==> config.mk <==
export PLATFORM = sky130hd
export DESIGN_NAME = sram_bus_arbiter
export DESIGN_NICKNAME = d
export VERILOG_FILES = /design/src/rtl/sram_bus_arbiter_pkg.sv /design/src/rtl/sram_bus_arbiter_owner_fifo.sv /design/src/rtl/sram_bus_arbiter.sv
export SDC_FILE = /design/constraint.sdc
export NUM_CORES = 1
export LEC_CHECK = 0
export CAP_MARGIN = 40
export CELL_PAD_IN_SITES_DETAIL_PLACEMENT = 0
export CELL_PAD_IN_SITES_GLOBAL_PLACEMENT = 1
export CORE_MARGIN = 3
export CORE_UTILIZATION = 14
export DETAILED_ROUTE_END_ITERATION = 6
export GPL_TIMING_DRIVEN = 0
export PLACE_DENSITY_LB_ADDON = 0.08
export SLEW_MARGIN = 25
export SYNTH_ARGS = -nofsm -noshare
export SYNTH_HDL_FRONTEND = slang
export SYNTH_SLANG_ARGS = --single-unit
==> constraint.sdc <==
create_clock -name clk -period 2.3 [get_ports clk]
set_input_delay 0.345 -clock clk [delete_from_list [all_inputs] [get_ports clk]]
set_output_delay 0.345 -clock clk [all_outputs]
set_load 0.01 [all_outputs]
==> src/rtl/sram_bus_arbiter_pkg.sv <==
// Shared types for the two-master SRAM-like bus arbiter: owner encodings, bus widths, FSM states.
package sram_bus_arbiter_pkg;

    localparam int unsigned AddrW = 32;
    localparam int unsigned DataW = 32;
    localparam int unsigned SizeW = 2;
    localparam int unsigned StrbW = 4;

    typedef enum logic [0:0] {
        OwnInst = 1'b0,
        OwnData = 1'b1
    } owner_e;

    typedef enum logic [0:0] {
        StIdle = 1'b0,
        StLock = 1'b1
    } arb_state_e;

endpackage

==> src/rtl/sram_bus_arbiter_owner_fifo.sv <==
// One-bit owner FIFO: records which master issued each accepted, not-yet-answered transaction.
module sram_bus_arbiter_owner_fifo
    import sram_bus_arbiter_pkg::*;
#(
    parameter int unsigned Depth = 2
) (
    input  logic   clk,
    input  logic   rstn,
    input  logic   push_i,
    input  owner_e push_owner_i,
    input  logic   pop_i,
    output owner_e head_o,
    output logic   full_o,
    output logic   empty_o
);

    localparam int unsigned PtrW = $clog2(Depth);
    localparam int unsigned CntW = PtrW + 1;

    owner_e            mem_q [Depth];
    logic [PtrW-1:0]   wptr_q, wptr_d, rptr_q, rptr_d;
    logic [CntW-1:0]   cnt_q, cnt_d;
    logic              do_push, do_pop;

    assign full_o  = (cnt_q == CntW'(Depth));
    assign empty_o = (cnt_q == '0);
    assign do_push = push_i & ~full_o;
    assign do_pop  = pop_i & ~empty_o;
    assign head_o  = mem_q[rptr_q];

    // Pointers wrap naturally because Depth is a power of two.
    always_comb begin
        wptr_d = wptr_q;
        rptr_d = rptr_q;
        cnt_d  = cnt_q;
        if (do_push) wptr_d = wptr_q + PtrW'(1);
        if (do_pop)  rptr_d = rptr_q + PtrW'(1);
        unique case ({do_push, do_pop})
            2'b10:   cnt_d = cnt_q + CntW'(1);
            2'b01:   cnt_d = cnt_q - CntW'(1);
            default: cnt_d = cnt_q;
        endcase
    end

    always_ff @(posedge clk) begin
        if (!rstn) begin
            wptr_q <= '0;
            rptr_q <= '0;
            cnt_q  <= '0;
        end else begin
            wptr_q <= wptr_d;
            rptr_q <= rptr_d;
            cnt_q  <= cnt_d;
        end
    end

    always_ff @(posedge clk) begin
        if (do_push) mem_q[wptr_q] <= push_owner_i;
    end

endmodule

==> src/rtl/sram_bus_arbiter.sv <==
// Shares one SRAM-like memory port between the instruction and data masters with zero added
// latency; in-order responses are steered back using the owner FIFO.
module sram_bus_arbiter
    import sram_bus_arbiter_pkg::*;
#(
    parameter int unsigned OtDepth = 2
) (
    input  logic             clk,
    input  logic             rstn,
    input  logic             inst_req_i,
    input  logic             inst_wr_i,
    input  logic [SizeW-1:0] inst_size_i,
    input  logic [StrbW-1:0] inst_wstrb_i,
    input  logic [AddrW-1:0] inst_addr_i,
    input  logic [DataW-1:0] inst_wdata_i,
    output logic             inst_addr_ok_o,
    output logic             inst_data_ok_o,
    output logic [DataW-1:0] inst_rdata_o,
    input  logic             data_req_i,
    input  logic             data_wr_i,
    input  logic [SizeW-1:0] data_size_i,
    input  logic [StrbW-1:0] data_wstrb_i,
    input  logic [AddrW-1:0] data_addr_i,
    input  logic [DataW-1:0] data_wdata_i,
    output logic             data_addr_ok_o,
    output logic             data_data_ok_o,
    output logic [DataW-1:0] data_rdata_o,
    output logic             mem_req_o,
    output logic             mem_wr_o,
    output logic [SizeW-1:0] mem_size_o,
    output logic [StrbW-1:0] mem_wstrb_o,
    output logic [AddrW-1:0] mem_addr_o,
    output logic [DataW-1:0] mem_wdata_o,
    input  logic             mem_addr_ok_i,
    input  logic             mem_data_ok_i,
    input  logic [DataW-1:0] mem_rdata_i,
    output logic             proto_err_o
);

    arb_state_e state_q, state_d;
    owner_e     grant_q, grant_d, last_grant_q, last_grant_d, sel, head;
    logic       proto_err_q, proto_err_d;
    logic       full, empty, hs, pop;

    // Data has priority unless it just won and inst is waiting; a stalled request stays locked.
    always_comb begin
        sel = OwnInst;
        if (state_q == StLock) begin
            sel = grant_q;
        end else if (data_req_i && !(last_grant_q == OwnData && inst_req_i)) begin
            sel = OwnData;
        end
    end

    always_comb begin
        mem_req_o   = ~full & ((sel == OwnData) ? data_req_i : inst_req_i);
        mem_wr_o    = (sel == OwnData) ? data_wr_i    : inst_wr_i;
        mem_size_o  = (sel == OwnData) ? data_size_i  : inst_size_i;
        mem_wstrb_o = (sel == OwnData) ? data_wstrb_i : inst_wstrb_i;
        mem_addr_o  = (sel == OwnData) ? data_addr_i  : inst_addr_i;
        mem_wdata_o = (sel == OwnData) ? data_wdata_i : inst_wdata_i;
    end

    assign hs             = mem_req_o & mem_addr_ok_i;
    assign inst_addr_ok_o = hs & (sel == OwnInst);
    assign data_addr_ok_o = hs & (sel == OwnData);

    assign pop            = mem_data_ok_i & ~empty;
    assign inst_data_ok_o = pop & (head == OwnInst);
    assign data_data_ok_o = pop & (head == OwnData);
    assign inst_rdata_o   = mem_rdata_i;
    assign data_rdata_o   = mem_rdata_i;
    assign proto_err_o    = proto_err_q;

    always_comb begin
        state_d      = state_q;
        grant_d      = grant_q;
        last_grant_d = hs ? sel : last_grant_q;
        proto_err_d  = proto_err_q | (mem_data_ok_i & empty);
        unique case (state_q)
            StIdle: begin
                if (mem_req_o && !mem_addr_ok_i) begin
                    state_d = StLock;
                    grant_d = sel;
                end
            end
            StLock: begin
                if (hs) state_d = StIdle;
            end
            default: state_d = StIdle;
        endcase
    end

    always_ff @(posedge clk) begin
        if (!rstn) begin
            state_q      <= StIdle;
            grant_q      <= OwnInst;
            last_grant_q <= OwnInst;
            proto_err_q  <= 1'b0;
        end else begin
            state_q      <= state_d;
            grant_q      <= grant_d;
            last_grant_q <= last_grant_d;
            proto_err_q  <= proto_err_d;
        end
    end

    sram_bus_arbiter_owner_fifo #(
        .Depth(OtDepth)
    ) u_owner_fifo (
        .clk         (clk),
        .rstn        (rstn),
        .push_i      (hs),
        .push_owner_i(sel),
        .pop_i       (mem_data_ok_i),
        .head_o      (head),
        .full_o      (full),
        .empty_o     (empty)
    );

endmodule
==> After elaboration in Yosys (flattened, before gate mapping) <==
Memories as Yosys holds them, arrays and structs flattened. A register that Yosys moved wholly into a read port is not among the register bits.
Cells that the tools add are included.
{ "op_classes": {"n_addsub": 4, "n_mul": 0, "n_div": 0, "magnitude_cmp": 0, "eq_ne": 3, "n_shift": 0, "n_mux": 16, "bitwise_logic": 15, "n_reduce_logical": 8} }
{ "op_table": {"columns": ["cell", "count"], "rows": [
  ["$mux 32", 2],
  ["$mux 1", 10],
  ["$and 1x1->1", 9],
  ["$not 1->1", 5],
  ["$eq 2x2->1 const B", 2],
  ["$mux 4", 1],
  ["$pmux 2 s2", 1],
  ["$logic_and 1x1->1", 3],
  ["$add 1x1->1 const B", 2],
  ["$add 2x1->2 const B", 1],
  ["$eq 2x1->1 const B", 1],
  ["$logic_not 1->1", 2],
  ["$logic_not 2->1", 1],
  ["$mux 2", 1],
  ["$pmux 1 s2", 1],
  ["$reduce_and 2->1", 1],
  ["$reduce_bool 2->1", 1],
  ["$sub 2x1->2 const B", 1],
  ["$or 1x1->1", 1]
]} }
{ "word_totals": {"regBits": 8, "latch_bits": 0, "ramBits": 2, "rom_bits": 0, "output_inout_bits": 141, "elab_cells": 54, "memories": 1} }
{ "memory_table": {"columns": ["name", "depth", "word_bits", "read_ports", "rd_ports_with_merged_regs", "write_ports", "line", "source"], "rows": [
  ["u_owner_fifo.mem_q", 2, 1, 1, 1, 1, "sram_bus_arbiter_owner_fifo.sv:20", "owner_e mem_q [Depth];"]
]} }

==> Logic depth before layout (Yosys ltp) <==
Gate-level depths: netlist of the first run.
{ "logic_depth": {"word_depth": 11, "depth_mapped": 7, "depth_no_buf": 7} }

==> Hierarchy <==
From an unflattened synthesis of the first run, not the netlist that was laid out.
{ "unflattened": {"hier_cells": 199, "hier_area_um2": 1903.1} }
{ "modules_own_cells": {"columns": ["module", "instances", "cells_each", "area_per_inst_um2", "seq_area_each_um2"], "rows": [
  ["sram_bus_arbiter", 1, 170, 1595.3, 80.1],
  ["sram_bus_arbiter_owner_fifo", 1, 29, 307.8, 160.2]
]} }

==> Least setup slack after synthesis of the first run <==
No wires, ideal clock.
{ "synth_timing": {"path_type": "register to register", "start": "register (tool-made name)", "end": "register u_owner_fifo.cnt_q[1]", "setup_ps": 76, "t_arrival_ps": 1761, "required_ps": 2224, "slack_ps": 464, "path_stages_with_launch": 7, "path_cell_list": "dfxtp_1 -> nand2_1 -> a31oi_1 -> o211ai_2 -> ha_1 -> or3_1 -> a21boi_0"} }
{ "synth_rtl": {"columns": ["item", "line", "source"], "rows": [
  ["to (signal assigned)", "sram_bus_arbiter_owner_fifo.sv:53", "cnt_q <= cnt_d;"],
  ["to (decl)", "sram_bus_arbiter_owner_fifo.sv:22", "logic [CntW-1:0] cnt_q, cnt_d;"]
]} }

==> Worst setup path after layout of the first run <==
{ "layout_timing": {"start": "input port inst_req_i", "end": "output port mem_wdata_o[5]"} }
{ "layout_via": {"elab_chain_cells": 6} }
{ "layout_rtl": {"columns": ["item", "line", "source"], "rows": [
  ["from (decl)", "sram_bus_arbiter.sv:10", "input logic inst_req_i,"],
  ["$logic_and 1x1->1", "sram_bus_arbiter.sv:50", "end else if (data_req_i && !(last_grant_q == OwnData && inst_req_i)) begin"],
  ["$logic_not 1->1", "sram_bus_arbiter.sv:50", null],
  ["$logic_and 1x1->1", "sram_bus_arbiter.sv:50", null],
  ["$mux 1", "sram_bus_arbiter.sv:50", null],
  ["$mux 1", "sram_bus_arbiter.sv:48", "if (state_q == StLock) begin"],
  ["$mux 32", "sram_bus_arbiter.sv:61", "mem_wdata_o = (sel == OwnData) ? data_wdata_i : inst_wdata_i;"],
  ["to (decl)", "sram_bus_arbiter.sv:33", "output logic [DataW-1:0] mem_wdata_o,"]
]} }
No other way between the ends.

==> qor.csv, run 1 <==
metric,value,unit
Detailed Route Iter0 Violations,30,
Hold Crit Class,register to register,
Synthesis Warnings,0,
Post-route DRC,0,
Clk pwr share,13.2,%
Rows,43,
GR Util All Layers,12.8,%
Leak,2.48,nW
count of input and output buffers,288,
crit path kind,input pin to output pin,
#FFs+latches synth,11,
Routed WL per cell,17.3,um
CP Launch Type,input pin,
effective utilization at floorplan,14.7,%
Seq pwr share,12.2,%
"Slew Viols, Final",0,
internal power,1.60,mW
final antenna-violating net count,0,
Sw Pwr,760,uW
global-route wire length before repair,16.0,mm
WP data required,1960,ps
cell breakdown of the critical path,dlygate4sd2_1 > and2_1 > o21a_4 > buf_12 > buf_8 > mux2_4 > dlygate4sd2_1,
CP Capture Point,mem_wdata_o[5],
"Core Util, Final",37.2,%
switching share of total power,32.2,%
clk slew on worst S/H paths,40,ps
total gr overflow,0,
VDD IR max,0.594,mV
routability cong.,0.771,
vias in the first global route,2487,
clock latency on the worst-skew pair,240,ps
internal reg-to-reg setup slack,370,ps
reg2reg start,u_owner_fifo.cnt_q[0],
Post-Syn Area,2080,um^2
status,finished clean,
hold path depth,2,
layout cell share with drive strength beyond 1,33.5,%
Final Critical Period,2240,ps
final setup violating endpoints,0,
setup TNS,0,ps
clock buffer depth,2,
PwrDens,447,nW/um^2
worst slew pin tran,486,ps
Vias,2463,
Vias/cell,3.67,
PnR worst setup slack,59.3,ps
buffers and inverters on the worst path,4,
worst-path maximum fanout,10,
overall power,2.36,mW
most frequent cell on the critical path,dlygate4sd2_1,
Worst path max stage delay,310,ps
Max-Slew Margin vs Limit,67.3,%
syn nets,380,
CTS Buf Count,3,
Combinational Power Share,74.5,%
fmax,0.446,GHz
Worst R2R End,u_owner_fifo.cnt_q[1],
Post-DP HPWL,10.4,mm
Mean Syn Cell Area,10.5,um^2
clock root buffer,clkbuf_16,
Worst EP arrival,1900,ps
FILL cells,1473,
Syn Inst Count,199,
"Seq/Total Area, Yosys",11.5,%
crit share post-route,97.4,%
synth-to-layout area growth,153,%
final hold violation count,0,
CTS Sinks,11,
CP max-delay cell,dlygate4sd2_1,
first drt pass iteration count,4,
Post-CTS Setup Inserts,0,
largest net degree at the start of global routing,11,
H-tree depth,1,
CTS tree,yes,
RSZ-0062 raised after global routing,false,
diode count,0,
core area,14200,um^2
initial antenna violation count,2,
Routed WL,11.6,mm
Max Cap Viol,0,
DIE HEIGHT,128,um
Synth cell types,28,
Clock Skew,1.68,ps
critical path launch point,inst_req_i,
pre-CTS setup slack,-445,ps
die width,128,um
die area,16400,um^2
I/O pins,321,
CP top delay family,buffers and inverters,
Worst setup EP type,output pin,
reg2reg path depth,6,
Crit. path cell count,7,
nets@finish,674,
==> Yosys cell counts, drive strengths merged <==
master   n  share of area [%]
edfxtp   2                2.9
nor2    11                2.0
o211a    1               0.48
dfxtp    9                8.6
a21boi   1               0.36
a21oi    1               0.24
ha       1               0.60
or3      1               0.30
and2     1               0.30
inv      5               0.90
xor2     2               0.84
nand2    5               0.90
o211ai   1               0.60
nand2b   1               0.30
a31oi    1               0.30
mux2i    3                1.4
o21ai    2               0.48
buf     72                 27
xnor2    1               0.42
mux2    71                 49
nor4     1               0.30
nor2b    3               0.90
o21a     2               0.72
a211oi   1               0.36
==> per-stage QoR <==
| stage | hold slack [ps] | cells | cell area (um^2) |
|---|---|---|---|
| final | 470 | 672 | 5280 |
| after global routing | 512 | 672 | 5280 |
| after CTS | 471 | 672 | 5270 |
| after detailed placement | 465 | 667 | 5190 |
| after global placement | 457 | 667 | 5190 |
| after floorplan | 433 | 199 | 2080 |
==> worst reg2reg max path: stages (launching register included) <==
cell	delay, ps
dfxtp_1	400
nor2b_1	100
a31oi_2	270
o211ai_4	200
ha_1	360
or3_1	350
a21boi_0	170
==> power by group through the flow <==
stage | clock, mW | sequential [mW] | combinational (mW)
CTS | 0.323 | 0.290 | 1.81
detailed placement | 0 | 0.290 | 1.84
global placement | 0 | 0.288 | 1.84
global route | 0.333 | 0.298 | 1.88
finish | 0.312 | 0.289 | 1.76
floorplan | 0 | 0.284 | 0.914
==> cell type report <==
type,instances,area (um^2),share of cell area [%]
plain buffers,72,612,11.6
repair buffers,289,2810,53.2
inverters,5,18.8,0.356
well taps,180,225,4.27
clock buffers,4,78.8,1.49
flip-flops and latches,11,241,4.58
multi-input cells,111,1290,24.5
==> worst min-delay path by stage <==
stage / start / endpoint / slack [ps]
3_3_place_gp: last_grant_q / last_grant_q / 460
6_report: last_grant_q / last_grant_q / 470
4_1_cts: last_grant_q / last_grant_q / 470
5_1_grt: last_grant_q / last_grant_q / 510
3_5_place_dp: last_grant_q / last_grant_q / 470
2_1_floorplan: last_grant_q / last_grant_q / 430
==> routing by layer <==
metal  up-vias  wire length [um]  track usage (%)
met5         -                27                0
met4         4                 4            0.749
met3         4              1350             4.63
met2       153              6440             25.4
li1       1209                 -                -
met1      1093              3780             13.3
==> logic make-up after synthesis <==
logic type / synth area share, %
buffers and inverters: 28.0
multiplexers: 50.1
AND/OR/NAND/NOR: 4.99
flip-flops: 11.5
AO/OA/AOI/OAI: 3.54
XOR/XNOR: 1.26
adder cells (fa/ha/maj): 0.601
==> cell usage in the layout, fill, tap and decap left out, drive strengths merged <==
cell / synthesis / final
or3: 1 / 1
nand2b: 1 / 1
a31oi: 1 / 1
nand2: 5 / 5
o21a: 2 / 2
mux2i: 3 / 3
clkdlybuf4s50: 0 / 214
and2: 1 / 1
a21boi: 1 / 1
nor4: 1 / 1
nor2b: 3 / 3
mux2: 71 / 71
nor2: 11 / 11
a21oi: 1 / 1
clkdlybuf4s15: 0 / 1
ha: 1 / 1
clkbuf: 0 / 5
buf: 72 / 82
dlygate4sd2: 0 / 55
edfxtp: 2 / 2
xnor2: 1 / 1
inv: 5 / 5
o21ai: 2 / 2
dfxtp: 9 / 9
o211ai: 1 / 1
o211a: 1 / 1
a211oi: 1 / 1
bufbuf: 0 / 1
dlymetal6s2s: 0 / 7
xor2: 2 / 2
==> repair_timing <==
| item | CTS | global route |
|---|---|---|
| cloned | 1 | 0 |
| endpoints found under the hold margin | 0 | 0 |
| pin swaps | 2 | 1 |
| resized for setup | 116 | 10 |
| endpoints found under the setup margin | 75 | 12 |
| hold buffers | 0 | 0 |
Note: power is estimated with default switching activity, not from simulation.
==> inputs of run 2 (changes only) <==
Settings changed: PLACE_DENSITY set to 0.88, PLACE_DENSITY_LB_ADDON 0.08 to not set.
==> qor.csv, run 2 (same netlist as run 1, synthesis figures left out) <==
metric,value,unit
Detailed Route Iter0 Violations,49,
status,finished clean,
RSZ-0062 raised after global routing,false,
crit share post-route,97.7,%
Worst setup EP type,output pin,
Routed WL,11.0,mm
Max Cap Viol,0,
final setup violating endpoints,0,
GR Util All Layers,12.0,%
core area,14200,um^2
Vias,2508,
die width,128,um
Hold Crit Class,register to register,
final antenna-violating net count,0,
clock buffer depth,2,
final hold violation count,0,
layout cell share with drive strength beyond 1,33.7,%
cell area after layout,5280,um^2
global-route wire length before repair,15.4,mm
HP Start,last_grant_q,
H-tree depth,1,
initial antenna violation count,0,
Combinational Power Share,74.8,%
nets@finish,677,
internal reg-to-reg setup slack,270,ps
Final Critical Period,2250,ps
worst slew pin tran,560,ps
diode count,0,
"Slew Viols, Final",0,
Post-route DRC,0,
synth-to-layout area growth,153,%
Sw Pwr,760,uW
worst-path maximum fanout,10,
WP data required,1960,ps
first drt pass iteration count,4,
Rows,43,
Worst R2R End,u_owner_fifo.cnt_q[1],
Post-DP HPWL,9.76,mm
clk slew on worst S/H paths,40,ps
CTS Buf Count,3,
internal power,1.62,mW
Clock Skew,1.54,ps
fmax,0.445,GHz
reg2reg path depth,7,
area post-placement,5190,um^2
CP Launch Type,input pin,
most frequent cells in the layout,"223 x clkdlybuf4s50_1, 67 x buf_4, 57 x mux2_4",
"commonest non-fill, non-tap cell in the layout",clkdlybuf4s50_1,
DIE HEIGHT,128,um
routability cong.,0.801,
effective utilization at floorplan,14.7,%
vias in the first global route,2703,
Worst EP arrival,1900,ps
PwrDens,450,nW/um^2
crit path kind,input pin to output pin,
I/O pins,321,
CTS tree,yes,
Clk pwr share,12.9,%
die area,16400,um^2
Leak,2.44,nW
count of input and output buffers,288,
setup TNS,0,ps
Seq pwr share,12.2,%
Routed WL per cell,16.3,um
count of hold buffers inserted by post-cts repair,0,
final std cells w/o fill,675,
switching share of total power,32.0,%
dpl cells,667,
hold path depth,2,
total gr overflow,0,
clock root buffer,clkbuf_16,
Max-Slew Margin vs Limit,62.3,%
worst hold endpoint,last_grant_q,
clock latency on the worst-skew pair,230,ps
largest net degree at the start of global routing,11,
CTS Sinks,11,
VDD IR max,0.234,mV
Vias/cell,3.72,
-- run 2: cell count changes in the layout (fill, tap and decap cells not counted) --
cell / previous run / this run
buf_8: 4 / 6
clkdlybuf4s15_1: 1 / 3
buf_4: 64 / 67
clkbuf_2: 1 / 0
o211ai_2: 0 / 1
buf_12: 3 / 1
o211ai_4: 1 / 0
dlymetal6s2s_1: 7 / 2
clkdlybuf4s50_1: 214 / 223
dlygate4sd2_1: 55 / 50
-- run 2: per-stage QoR --
| step | hold slack (ps) | power, mW | setup slack (ps) | utilization (%) |
|---|---|---|---|---|
| global placement | 448 | 2.10 | -490 | 36.5 |
| floorplan | 433 | 1.20 | 464 | - |
| finish | 460 | 2.38 | 53.9 | 37.2 |
| CTS | 462 | 2.40 | 0.582 | 37.1 |
| detailed placement | 456 | 2.12 | -463 | 36.5 |
| global route | 486 | 2.51 | 4.78 | 37.2 |
-- run 2: layout make-up --
cell class	instances	area, um^2
buffer	72	602
tap	180	225
timing repair buffer	292	2830
sequential	11	241
fill	1448	8920
inverter	5	18.8
multi-input combinational	111	1280
clock buffer	4	78.8
-- run 2: timing repair --
action	in CTS	in global routing
resized for setup	106	8
endpoints found under the setup margin	75	18
buffers inserted	3	0
cloned	1	0
pin swaps	2	1
-- run 2: layer usage --
| metal | wire length, um | GRT usage, % | part of all wire (%) |
|---|---|---|---|
| met5 | 0 | 0 | 0 |
| met4 | 40 | 1.50 | 0.36 |
| met3 | 1050 | 2.75 | 9.5 |
| met1 | 3600 | 12.2 | 33 |
| met2 | 6310 | 24.8 | 57 |
-- run 2: power groups by stage --
stage / registers (mW) / logic (mW) / clock network (mW)
6_report: 0.291 / 1.78 / 0.308
5_1_grt: 0.297 / 1.89 / 0.329
4_1_cts: 0.288 / 1.80 / 0.316
3_5_place_dp: 0.291 / 1.83 / 0
3_3_place_gp: 0.287 / 1.81 / 0
2_1_floorplan: 0.284 / 0.914 / 0
-- run 2: worst max-delay path by stage --
stage,from,cells past startpoint,to,slack [ps]
6_report,inst_req_i,7,mem_wstrb_o[0],50
5_1_grt,inst_req_i,7,mem_wr_o,5
4_1_cts,inst_req_i,7,data_addr_ok_o,0.6
3_5_place_dp,inst_req_i,7,mem_addr_o[3],-460
3_3_place_gp,inst_req_i,7,mem_addr_o[3],-490
2_1_floorplan,register,6,u_owner_fifo.cnt_q[1],460
-- run 2: critical path, stage by stage --
cell           delay (ps)
dlygate4sd2_1         250
and2_1                170
o21a_4                220
buf_12                150
buf_8                 150
mux2_4                310
dlygate4sd2_1         290
==> inputs of run 3 (changes only) <==
--- a/config.mk
+++ b/config.mk
@@ -10,7 +10,8 @@
 export CELL_PAD_IN_SITES_GLOBAL_PLACEMENT = 1
+export CORE_ASPECT_RATIO = 1.25
 export CORE_MARGIN = 3
-export CORE_UTILIZATION = 14
+export CORE_UTILIZATION = 13
 export DETAILED_ROUTE_END_ITERATION = 6
 export GPL_TIMING_DRIVEN = 0
-export PLACE_DENSITY = 0.88
+export PLACE_DENSITY = 0.86
 export SLEW_MARGIN = 25
==> constraint.sdc (replaced) <==
create_clock -name clk -period 2 [get_ports clk]
set_input_delay 0.4 -clock clk [delete_from_list [all_inputs] [get_ports clk]]
set_output_delay 0.4 -clock clk [all_outputs]
set_load 0.01 [all_outputs]
==> qor.csv, run 3 (same netlist as run 1, synthesis figures left out) <==
metric,value,unit
Detailed Route Iter0 Violations,65,
initial antenna violation count,0,
global-route wire length before repair,17.0,mm
total gr overflow,0,
final antenna-violating net count,0,
Final Critical Period,2160,ps
synth-to-layout area growth,168,%
Routed WL,12.0,mm
crit share post-route,108,%
"commonest non-fill, non-tap cell in the layout",clkdlybuf4s50_1,
vias in the first global route,2780,
largest net degree at the start of global routing,11,
WP data required,1600,ps
reg2reg path depth,6,
"Core Util, Final",35.7,%
Worst EP arrival,1760,ps
CTS tree,yes,
DIE HEIGHT,148,um
Clock Skew,2.00,ps
Routed WL per cell,16.8,um
CTS Buf Count,3,
die width,119,um
clk slew on worst S/H paths,40,ps
RSZ-0062 raised after global routing,true,
CP top delay family,buffers and inverters,
routability cong.,0.755,
fmax,0.464,GHz
crit path kind,register to output pin,
Vias,2557,
Leak,2.54,nW
clock latency on the worst-skew pair,240,ps
first drt pass iteration count,4,
Post-DP HPWL,10.4,mm
area post-placement,5230,um^2
CP Launch Type,register,
status,finished with violations,
layout cell share with drive strength beyond 1,48.0,%
cell area after layout,5580,um^2
worst-path maximum fanout,8,
GR Util All Layers,12.4,%
clock buffer depth,2,
CP max-delay cell,dfxtp_4,
count of input and output buffers,288,
dpl cells,699,
pre-CTS setup slack,-919,ps
Hold Crit Class,register to register,
worst slew pin tran,349,ps
clock root buffer,clkbuf_16,
HP Start,last_grant_q,
CTS Sinks,11,
internal reg-to-reg setup slack,80,ps
Worst setup EP type,output pin,
H-tree depth,1,
PnR worst setup slack,-155,ps
final std cells w/o fill,712,
worst hold endpoint,last_grant_q,
Worst R2R End,u_owner_fifo.cnt_q[1],
buffers and inverters on the worst path,3,
Vias/cell,3.59,
final setup violating endpoints,69,
Max Cap Viol,0,
Worst path max stage delay,350,ps
I/O pins,321,
final hold violation count,0,
Post-route DRC,0,
hold path depth,2,
VDD IR max,0.384,mV
diode count,0,
failing checks,setup timing,
nets@finish,682,
most frequent cells in the layout,"211 x clkdlybuf4s50_1, 67 x buf_4, 58 x buf_6",
Max-Slew Margin vs Limit,76.5,%
cell breakdown of the critical path,nand2b_4 > o21a_4 > buf_12 > clkbuf_16 > mux2_4 > buf_6,
Rows,51,
core area,15600,um^2
effective utilization at floorplan,13.3,%
die area,17600,um^2
PwrDens,558,nW/um^2
"Slew Viols, Final",0,
[run 3: final cells by class]
class	count	area, um^2
buffer	72	636
clock buffer	4	78.8
fill	1565	10100
inverter	5	18.8
multi-input combinational	111	1290
sequential	11	245
tap	212	265
timing repair buffer	297	3040
[run 3: timing repair]
item | CTS | global route
hold buffers | 0 | 0
endpoints found under the setup margin | 78 | 75
resized for setup | 392 | 23
setup buffers | 3 | 1
gates cloned | 4 | 1
pin swaps | 2 | 1
[run 3: worst min-delay path: cells and delay by family (launching register included)]
kind / cells / cell delay [ps]
flops: 1 / 300
mux: 1 / 50
simple gates: 1 / 50
[run 3: per-layer routing]
metal / track usage (%) / part of all wire, %
met2: 22.7 / 50
met3: 5.86 / 14
met5: 0 / 0
met1: 13.5 / 35
met4: 1.16 / 0.80
[run 3: worst max path at each step]
| stage | from | end | slack (ps) | cells after the start |
|---|---|---|---|---|
| 2_1_floorplan | register | u_owner_fifo.cnt_q[1] | 160 | 6 |
| 3_3_place_gp | inst_req_i | mem_wdata_o[30] | -920 | 7 |
| 3_5_place_dp | data_req_i | mem_wdata_o[30] | -920 | 7 |
| 4_1_cts | register | mem_addr_o[6] | -150 | 6 |
| 5_1_grt | register | mem_addr_o[31] | -200 | 6 |
| 6_report | register | mem_addr_o[5] | -160 | 6 |
[run 3: report_power, final]
part | internal [mW] | total (mW) | switching [mW]
clock network | 0.268 | 0.367 | 0.0996
registers | 0.292 | 0.337 | 0.0444
logic | 1.54 | 2.41 | 0.870
[run 3: metrics by stage]
| step | hold slack [ps] | setup TNS, ps | total power, mW |
|---|---|---|---|
| global route | 499 | -11320 | 3.28 |
| detailed placement | 452 | -59260 | 2.48 |
| finish | 463 | -7610 | 3.11 |
| floorplan | 433 | 0 | 1.38 |
| CTS | 461 | -7500 | 3.07 |
| global placement | 451 | -58450 | 2.47 |
